==> config.mk <==
export PLATFORM = sky130hd
export DESIGN_NAME = id_ex_stage
export DESIGN_NICKNAME = d
export VERILOG_FILES = /design/src/rtl/pipeline_pkg.sv /design/src/rtl/load_use_detect.sv /design/src/rtl/id_ex_stage.sv
export SDC_FILE = /design/constraint.sdc
export NUM_CORES = 1
export LEC_CHECK = 0
export BUFFER_PORTS_ARGS = -buffer_cell sky130_fd_sc_hd__buf_2
export CORE_ASPECT_RATIO = 1.2
export CORE_MARGIN = 2
export CORE_UTILIZATION = 36
export DETAILED_ROUTE_END_ITERATION = 10
export GPL_ROUTABILITY_DRIVEN = 0
export GPL_TIMING_DRIVEN = 0
export MAX_ROUTING_LAYER = met4
export PLACE_DENSITY = 0.69
export SLEW_MARGIN = 20
export SYNTH_ARGS = -nofsm -noshare
export SYNTH_HDL_FRONTEND = slang
export SYNTH_HIERARCHICAL = 1
export SYNTH_SLANG_ARGS = --single-unit
==> constraint.sdc <==
create_clock -name clk -period 2 [get_ports clk]
set_input_delay 0.4 -clock clk [delete_from_list [all_inputs] [get_ports clk]]
set_output_delay 0.4 -clock clk [all_outputs]
set_load 0.03 [all_outputs]
==> src/rtl/pipeline_pkg.sv <==
// rtl/pipeline_pkg.sv - shared constants and control-bundle layout for the pipeline registers
package pipeline_pkg;

  localparam int REG_W = 5;
  localparam int ALUOP_W = 3;
  localparam logic [REG_W-1:0] REG_ZERO = 5'd0;

  // Control bundle is {RegWrite, MemRead, MemWrite, MemtoReg, RegDst, ALUSrc, ALUOp}.
  // ALUOp occupies the low bits; the single-bit flags sit above it at these offsets.
  localparam int CTRL_FLAGS = 6;
  localparam int CTRL_W = CTRL_FLAGS + ALUOP_W;
  localparam int CB_ALUSRC = 0;
  localparam int CB_REGDST = 1;
  localparam int CB_MEMTOREG = 2;
  localparam int CB_MEMWRITE = 3;
  localparam int CB_MEMREAD = 4;
  localparam int CB_REGWRITE = 5;

  // Bundle width for a stage built with a non-default ALUOp width.
  function automatic int ctrl_w(input int aluop_w);
    return CTRL_FLAGS + aluop_w;
  endfunction

endpackage

==> src/rtl/load_use_detect.sv <==
// rtl/load_use_detect.sv - combinational load-use hazard compare between EX and ID
module load_use_detect
  import pipeline_pkg::*;
(
  input  logic             IDEX_MemRead,
  input  logic [REG_W-1:0] IDEX_Rt,
  input  logic [REG_W-1:0] ID_Rs,
  input  logic [REG_W-1:0] ID_Rt,
  input  logic             ID_UsesRt,
  output logic             LoadUseStall
);

  // A load in EX stalls a consumer in ID that reads its destination; $zero never stalls.
  always_comb begin
    LoadUseStall = IDEX_MemRead && (IDEX_Rt != REG_ZERO) &&
                   ((IDEX_Rt == ID_Rs) || (ID_UsesRt && (IDEX_Rt == ID_Rt)));
  end

endmodule

==> src/rtl/id_ex_stage.sv <==
// rtl/id_ex_stage.sv - ID/EX pipeline register with load-use bubble insertion; optional IDEX_STATS_EN stall counter
module id_ex_stage #(
  parameter int DATA_W  = 32,
  parameter int ALUOP_W = 3
) (
  input  logic                           clk,
  input  logic                           reset,
  input  logic [pipeline_pkg::REG_W-1:0] ID_Rs,
  input  logic [pipeline_pkg::REG_W-1:0] ID_Rt,
  input  logic [pipeline_pkg::REG_W-1:0] ID_Rd,
  input  logic                           ID_UsesRt,
  input  logic [DATA_W-1:0]              ID_ReadData1,
  input  logic [DATA_W-1:0]              ID_ReadData2,
  input  logic [DATA_W-1:0]              ID_SignExt,
  input  logic                           ID_RegWrite,
  input  logic                           ID_MemRead,
  input  logic                           ID_MemWrite,
  input  logic                           ID_MemtoReg,
  input  logic                           ID_RegDst,
  input  logic                           ID_ALUSrc,
  input  logic [ALUOP_W-1:0]             ID_ALUOp,
  input  logic                           Flush,
  input  logic                           Hold,
  output logic [pipeline_pkg::REG_W-1:0] IDEX_Rs,
  output logic [pipeline_pkg::REG_W-1:0] IDEX_Rt,
  output logic [pipeline_pkg::REG_W-1:0] IDEX_Rd,
  output logic [DATA_W-1:0]              IDEX_ReadData1,
  output logic [DATA_W-1:0]              IDEX_ReadData2,
  output logic [DATA_W-1:0]              IDEX_SignExt,
  output logic                           IDEX_RegWrite,
  output logic                           IDEX_MemRead,
  output logic                           IDEX_MemWrite,
  output logic                           IDEX_MemtoReg,
  output logic                           IDEX_RegDst,
  output logic                           IDEX_ALUSrc,
  output logic [ALUOP_W-1:0]             IDEX_ALUOp,
  output logic                           PCWrite,
  output logic                           IFID_Write,
`ifdef IDEX_STATS_EN
  output logic [31:0]                    StallCount,
`endif
  output logic                           LoadUseStall
);

  localparam int RW = pipeline_pkg::REG_W;
  localparam int CW = pipeline_pkg::ctrl_w(ALUOP_W);

  logic [RW-1:0]     rs_d, rs_q, rt_d, rt_q, rd_d, rd_q;
  logic [DATA_W-1:0] rd1_d, rd1_q, rd2_d, rd2_q, imm_d, imm_q;
  logic [CW-1:0]     ctrl_in, ctrl_d, ctrl_q;
  logic              advance;

  assign ctrl_in = {ID_RegWrite, ID_MemRead, ID_MemWrite, ID_MemtoReg,
                    ID_RegDst, ID_ALUSrc, ID_ALUOp};

  load_use_detect u_load_use_detect (
    .IDEX_MemRead (IDEX_MemRead),
    .IDEX_Rt      (IDEX_Rt),
    .ID_Rs        (ID_Rs),
    .ID_Rt        (ID_Rt),
    .ID_UsesRt    (ID_UsesRt),
    .LoadUseStall (LoadUseStall)
  );

  // Front end advances unless frozen by Hold or by a hazard that Flush is not overriding.
  always_comb begin
    advance    = !Hold && (Flush || !LoadUseStall);
    PCWrite    = advance;
    IFID_Write = advance;
  end

  // Next-state priority: Hold keeps, Flush or hazard loads a bubble, otherwise capture ID.
  always_comb begin
    rs_d   = rs_q;
    rt_d   = rt_q;
    rd_d   = rd_q;
    rd1_d  = rd1_q;
    rd2_d  = rd2_q;
    imm_d  = imm_q;
    ctrl_d = ctrl_q;
    if (!Hold) begin
      if (Flush || LoadUseStall) begin
        rs_d   = '0;
        rt_d   = '0;
        rd_d   = '0;
        rd1_d  = '0;
        rd2_d  = '0;
        imm_d  = '0;
        ctrl_d = '0;
      end else begin
        rs_d   = ID_Rs;
        rt_d   = ID_Rt;
        rd_d   = ID_Rd;
        rd1_d  = ID_ReadData1;
        rd2_d  = ID_ReadData2;
        imm_d  = ID_SignExt;
        ctrl_d = ctrl_in;
      end
    end
  end

  // Register bank; reset forces the bubble state so no stale stall survives.
  always_ff @(posedge clk or negedge reset) begin
    if (!reset) begin
      rs_q   <= '0;
      rt_q   <= '0;
      rd_q   <= '0;
      rd1_q  <= '0;
      rd2_q  <= '0;
      imm_q  <= '0;
      ctrl_q <= '0;
    end else begin
      rs_q   <= rs_d;
      rt_q   <= rt_d;
      rd_q   <= rd_d;
      rd1_q  <= rd1_d;
      rd2_q  <= rd2_d;
      imm_q  <= imm_d;
      ctrl_q <= ctrl_d;
    end
  end

  assign IDEX_Rs        = rs_q;
  assign IDEX_Rt        = rt_q;
  assign IDEX_Rd        = rd_q;
  assign IDEX_ReadData1 = rd1_q;
  assign IDEX_ReadData2 = rd2_q;
  assign IDEX_SignExt   = imm_q;
  assign IDEX_RegWrite  = ctrl_q[ALUOP_W + pipeline_pkg::CB_REGWRITE];
  assign IDEX_MemRead   = ctrl_q[ALUOP_W + pipeline_pkg::CB_MEMREAD];
  assign IDEX_MemWrite  = ctrl_q[ALUOP_W + pipeline_pkg::CB_MEMWRITE];
  assign IDEX_MemtoReg  = ctrl_q[ALUOP_W + pipeline_pkg::CB_MEMTOREG];
  assign IDEX_RegDst    = ctrl_q[ALUOP_W + pipeline_pkg::CB_REGDST];
  assign IDEX_ALUSrc    = ctrl_q[ALUOP_W + pipeline_pkg::CB_ALUSRC];
  assign IDEX_ALUOp     = ctrl_q[ALUOP_W-1:0];

`ifdef IDEX_STATS_EN
  logic [31:0] stall_cnt_d, stall_cnt_q;

  // Count only bubbles actually inserted for a hazard; wraps naturally at 32 bits.
  always_comb begin
    stall_cnt_d = stall_cnt_q + {31'd0, (LoadUseStall && !Flush && !Hold)};
  end

  // Stall counter register.
  always_ff @(posedge clk or negedge reset) begin
    if (!reset) begin
      stall_cnt_q <= '0;
    end else begin
      stall_cnt_q <= stall_cnt_d;
    end
  end

  assign StallCount = stall_cnt_q;
`endif

endmodule

==> impl_metrics.yaml, run 1 <==
clocking:
  cts_made_buffers: 17
  htree_levels: 4
  clk_latency_ps: 410
  cts_buffer_depth: 2
  cts_tree: "built"
  clk_pin_slew_ps: 50
  clkSinkCount: 120
  cts_root_buf: "clkbuf_16"
power_and_ir_drop:
  p_total_mw: 7.29
  intPower_mw: 5.17
  clkPwrFrac: 0.407
  power.share.switching: 0.291
  seqPwrFrac: 0.375
  pwr-share-comb: 0.217
  powerDensity_nw_per_um2: 851
  p_leak_nw: 4.31
  p_sw_mw: 2.12
  peakVddDrop_v: 0.000398
critical_path:
  end_kind: "output pin"
  startpoint_type: "register"
  critPathMaxStageDelay_ps: 440
  worstReg2RegStart: "IDEX_Rt[3]"
  slowest_stage: "dfrtp_2"
  path_class: "register to output pin"
  cp_max_fo: 3
  cp.required_ps: 1600
  worstPathArrival_ps: 2030
  crit_start: "IDEX_Rt[0]"
  path_cells: "xor2_2 > nor4_2 > nand3_1 > a21oi_4 > a21oi_4 > buf_6 > buf_6"
global_route:
  antenna_found_initial: 0
  grt_max_degree: 66
  grt-ovfl-total: 0
  grt_pass1_wl_um: 24900
  grt_pass1_vias: 4863
  grt.total_usage: 0.194
drt:
  wl_per_cell_um: 15.5
  drc: 0
  vias: 4848
  via_per_inst: 4.60
  antenna_left: 0
  wl_um: 16300
  drt-initial-drc-count: 217
  first_pass_iters: 4
timing:
  rsz0062_at_grt: "yes"
  period_minus_slack_ps: 2430
  setup_ws_ps: -425
  hold_violations: 0
  finalClockSkew_ps: 5.73
  setup_viol_count_final: 123
  fin_hold_ws_ps: 245
  fmax_ghz: 0.412
  worst_pin_slew_ps: 552
  drv_slew: 0
  relSlewSlack: 0.632
  finalCritPeriodShare: 1.21
place:
  place_inst: 995
  portBuffers: 246
  dpl.hpwl_um: 10900
cells_and_area:
  regArea_um2: 3010
  final_net_count: 960
  syn_to_final_growth_pct: 49.2
  final_cells: 1054
  fillCellCount: 1433
  multi_input_area_um2: 2460
  diodes: 0
  drive_gt1_frac: 0.557
floorplan:
  fp.dieW_um: 119
  pin_count: 248
  initial_core_util: 0.369
  die_area_um2: 17000
  core-area_um2: 15600
  die_h_um: 142
  rows: 50
hold_path:
  hold_class: "primary input to register"
  min_from: "ID_ReadData1[26]"
synth:
  netlist_instances: 540
  ys_types: 20
  syn_nets: 665
  synth_seq_cells: 120
  synth_area_um2: 5740
  seq_area_frac_synth: 0.523
  yosys_warnings: 6
  syn_area_per_cell_um2: 10.6
status:
  violations: "setup timing"
  outcome: "finished with violations"
run:
  max-cap-violations: 0
## worst max-delay path: cells and delay by family, from the launching register on
kind | cells | cell delay, ps
xor gates and xnor gates | 1 | 160
buffers and inverters | 2 | 230
DFF | 1 | 440
and+or+nand+nor | 2 | 500
AOI/OAI and AO/OA | 2 | 290
## per-stage QoR
| stage | worst slack (ps) | util | setup TNS [ps] | area, um2 |
|---|---|---|---|---|
| floorplan | -139 | - | -4070 | 5780 |
| finish | -425 | 0.550 | -37230 | 8570 |
| detailed placement | -110 | 0.469 | -8630 | 7300 |
| global placement | -1350 | 0.467 | -138690 | 7270 |
| global route | -528 | 0.550 | -45170 | 8570 |
| CTS | -411 | 0.535 | -40780 | 8330 |
## cells in the mapped netlist (all sizes together)
cell type  instances  area share
buf               32       0.066
nor3               1     0.00087
clkbuf             8      0.0052
xor2               7       0.011
nand2            120       0.078
o21ai            121        0.17
a21oi              2      0.0017
xnor2              3      0.0046
or2                1      0.0015
nand2b           120        0.13
inv                1     0.00065
dfrtp            120        0.52
nand3              2      0.0017
nor4               1      0.0022
or4                1      0.0013
## per-layer routing
metal | GRT usage | vias to the layer above | share of wire
met2 | 0.309 | 171 | 0.50
met4 | 0.0771 | 0 | 0.018
li1 | - | 2340 | -
met3 | 0.0441 | 26 | 0.063
met5 | - | - | 0
met1 | 0.241 | 2311 | 0.41
## cells by family (layout without fill, tap and decap cells)
group,Yosys count,in the layout,synth area share
xor gates and xnor gates,10,10,0.0153
and+or+nand+nor,246,246,0.217
AOI/OAI and AO/OA,123,123,0.173
DFF,120,120,0.523
buffers and inverters,41,347,0.0721
## final timing paths
check / slack (ps) / end / depth (start not counted)
setup / recovery: -430 / PCWrite / 7
hold / removal: 250 / IDEX_ReadData1[26] / 3
setup reg to reg: -400 / IDEX_ReadData2[23] / 10
hold reg to reg: 470 / IDEX_ReadData2[8] / 2
max in group asynchronous: 750 / IDEX_Rt[4] / 3
min in group asynchronous: 520 / IDEX_ReadData2[23] / 2
## power by group through the flow
stage | registers, mW | logic (mW) | clock network (mW)
6_report | 2.74 | 1.58 | 2.97
4_1_cts | 2.73 | 1.54 | 3.03
3_3_place_gp | 2.77 | 1.39 | 0
2_1_floorplan | 3.16 | 0.511 | 0
3_5_place_dp | 2.77 | 1.41 | 0
5_1_grt | 2.76 | 1.70 | 3.17
## state kept, by name (all words and copies together) (netlist names)
signal,flops
IDEX_ReadData1,32
IDEX_SignExt,32
IDEX_Rd,5
IDEX_Rs,5
ctrl_q,9
IDEX_Rt,5
IDEX_ReadData2,32
## cells in the final DEF, fill, tap and decap left out, types with 3 or more instances in the layout
master / synthesis / layout
buf_12: 11 / 13
buf_16: 0 / 12
buf_2: 5 / 248
buf_4: 12 / 18
buf_6: 4 / 12
clkbuf_1: 8 / 7
clkbuf_16: 0 / 21
clkbuf_8: 0 / 3
clkinv_2: 0 / 5
dfrtp_1: 120 / 115
dfrtp_2: 0 / 5
nand2_1: 120 / 120
nand2b_1: 120 / 120
o21ai_2: 100 / 119
xnor2_1: 3 / 3
xor2_1: 7 / 5
## area by class of cell
type,instances,share of cell area
Sequential cell,120,0.351
Multi-Input combinational cell,379,0.287
Timing Repair Buffer,277,0.215
Clock buffer,21,0.0549
Buffer,39,0.0492
Tap cell,208,0.0304
Clock inverter,9,0.0117
Inverter,1,0.000438
## repair_timing
action	CTS	global route
hold buffers	1	0
gates resized for setup	9	50
pin swaps	5	32
setup endpoints to repair	104	123
gates cloned	11	4
setup buffers	8	6
endpoints found under the hold margin	55	0
No activity file was read; power rests on OpenSTA's default activity.
==> inputs of run 2 (changes only) <==
- CORE_UTILIZATION: 36 -> 35
- PLACE_DENSITY: 0.69 -> 0.68
==> run 2 against run 1 <==
- the run still ends with setup timing left
- clock power fell by 3%
- design area rose by 0.83%
- global-route usage fell by 0.18 points
- core utilization fell by 1.5 points
- setup slack improved by 74 ps
- sequential cell count did not move
- wire length barely moved
- die area rose by 2.8%
- non-clock buffer count rose by 2
- fmax rose by 3.2%
- critical path type unchanged
- largest cell class unchanged
==> impl_metrics.yaml, run 2 (synthesis gave the netlist of run 1 again) <==
status:
  outcome: "finished with violations"
  violations: "setup timing"
cells_and_area:
  final_common_cell: "buf_2"
  drive_gt1_frac: 0.555
  regArea_um2: 3010
  multi_input_area_um2: 2470
  final_cell_mix: "buf_2, nand2b_1, nand2_1, o21ai_2, dfrtp_1"
  final_util: 0.535
  fillCellCount: 1480
  final_net_count: 962
  syn_to_final_growth_pct: 50.5
critical_path:
  startpoint_type: "register"
  critPathMaxStageDelay_ps: 550
  worstPathArrival_ps: 1950
  path_class: "register to output pin"
  path_cells: "or4_4 > o21ai_4 > a21oi_4 > a21oi_4 > buf_6 > buf_6"
  crit_buf_inv: 2
  crit_family: "simple AND/OR/NAND/NOR gates"
  end_kind: "output pin"
  cp_max_fo: 3
  cp.required_ps: 1600
  slowest_stage: "or4_4"
clocking:
  htree_levels: 4
  cts_root_buf: "clkbuf_16"
  clk_pin_slew_ps: 60
  clk_latency_ps: 400
  cts_made_buffers: 17
  cts_tree: "built"
  clkSinkCount: 120
  cts_buffer_depth: 2
timing:
  period_minus_slack_ps: 2350
  setup_viol_count_final: 123
  setup_ws_ps: -351
  hold_violations: 0
  worst_pin_slew_ps: 412
  finalCritPeriodShare: 1.18
  fmax_ghz: 0.425
  finalClockSkew_ps: 6.98
  relSlewSlack: 0.725
  rsz0062_at_grt: "yes"
  drv_slew: 0
floorplan:
  pin_count: 248
  die_area_um2: 17400
  initial_core_util: 0.356
  rows: 51
  die_h_um: 144
  core-area_um2: 16100
  fp.dieW_um: 121
drt:
  vias: 4781
  drt-initial-drc-count: 230
  antenna_left: 0
  first_pass_iters: 5
  via_per_inst: 4.50
  drc: 0
  wl_per_cell_um: 15.4
  wl_um: 16300
global_route:
  grt.total_usage: 0.192
  grt_pass1_vias: 4761
  grt-ovfl-total: 0
  grt_pass1_wl_um: 25200
  antenna_found_initial: 1
  grt_max_degree: 73
place:
  portBuffers: 246
  dpl.hpwl_um: 11000
run:
  max-cap-violations: 0
power_and_ir_drop:
  p_leak_nw: 4.32
  peakVddDrop_v: 0.000520
  p_total_mw: 7.21
  powerDensity_nw_per_um2: 835
hold_path:
  hold_class: "primary input to register"
-- run 2: cell count changes in the layout (fill, tap and decap cells not counted), sizes merged --
| cell | delta |
|---|---|
| bufinv | -1 |
| diode | +1 |
| clkinv | -1 |
| clkbuf | +1 |
| buf | +3 |
| clkinvlp | +1 |
-- run 2: layer usage --
metal,GRT usage,vias to the layer above,routed length [um]
li1,-,2343,-
met1,0.237,2272,6980
met2,0.312,150,8290
met3,0.0473,16,782
met4,0.0618,0,274
met5,-,-,0
-- run 2: path summary, 6_finish.rpt --
| check | slack [ps] | from | end | cells after the start |
|---|---|---|---|---|
| worst min-delay path | 250 | ID_Rd[0] | IDEX_Rd[0] | 3 |
| min in group asynchronous | 500 | reset | IDEX_ReadData1[30] | 2 |
| worst max register to register | -310 | IDEX_Rt[1] | IDEX_ReadData1[3] | 10 |
| worst min register to register | 470 | IDEX_ReadData2[17] | IDEX_ReadData2[17] | 2 |
| worst max-delay path | -350 | IDEX_Rt[1] | PCWrite | 6 |
| max in group asynchronous | 800 | reset | IDEX_ReadData1[9] | 3 |
-- run 2: per-stage QoR --
step                worst slack (ps)  area, um2  setup TNS (ps)  instances  hold WS (ps)
floorplan                       -139       5780           -4070        540           104
global placement               -1360       7280         -139670        998           459
detailed placement             -98.4       7310           -6420        999           329
CTS                             -405       8450          -14970       1057           217
global route                    -462       8640          -33400       1062           238
finish                          -351       8640          -26100       1062           248
-- run 2: layout make-up --
| type | instances | share of cell area |
|---|---|---|
| Tap cell | 212 | 0.0307 |
| Buffer | 40 | 0.0511 |
| Timing Repair Buffer | 278 | 0.219 |
| Multi-Input combinational cell | 379 | 0.286 |
| Clock buffer | 23 | 0.0553 |
| Sequential cell | 120 | 0.348 |
| Antenna cell | 1 | 0.000290 |
| Inverter | 1 | 0.000435 |
| Clock inverter | 8 | 0.00840 |
-- run 2: worst min-delay path, stage by stage --
cell,delay [ps]
buf_2,90
nand2b_1,70
o21ai_2,50
-- run 2: repair_timing --
item / CTS / global route
hold buffers: 1 / 0
gates resized for setup: 30 / 28
endpoints found under the hold margin: 48 / 0
setup endpoints to repair: 103 / 123
pin swaps: 5 / 14
setup buffers: 14 / 2
gates cloned: 12 / 3
-- run 2: report_power, final --
| part | internal (mW) | switching (mW) | leakage, nW |
|---|---|---|---|
| Sequential | 2.62 | 0.109 | 1.56 |
| Combinational | 0.654 | 0.958 | 2.50 |
| Clock | 1.79 | 1.08 | 0.265 |
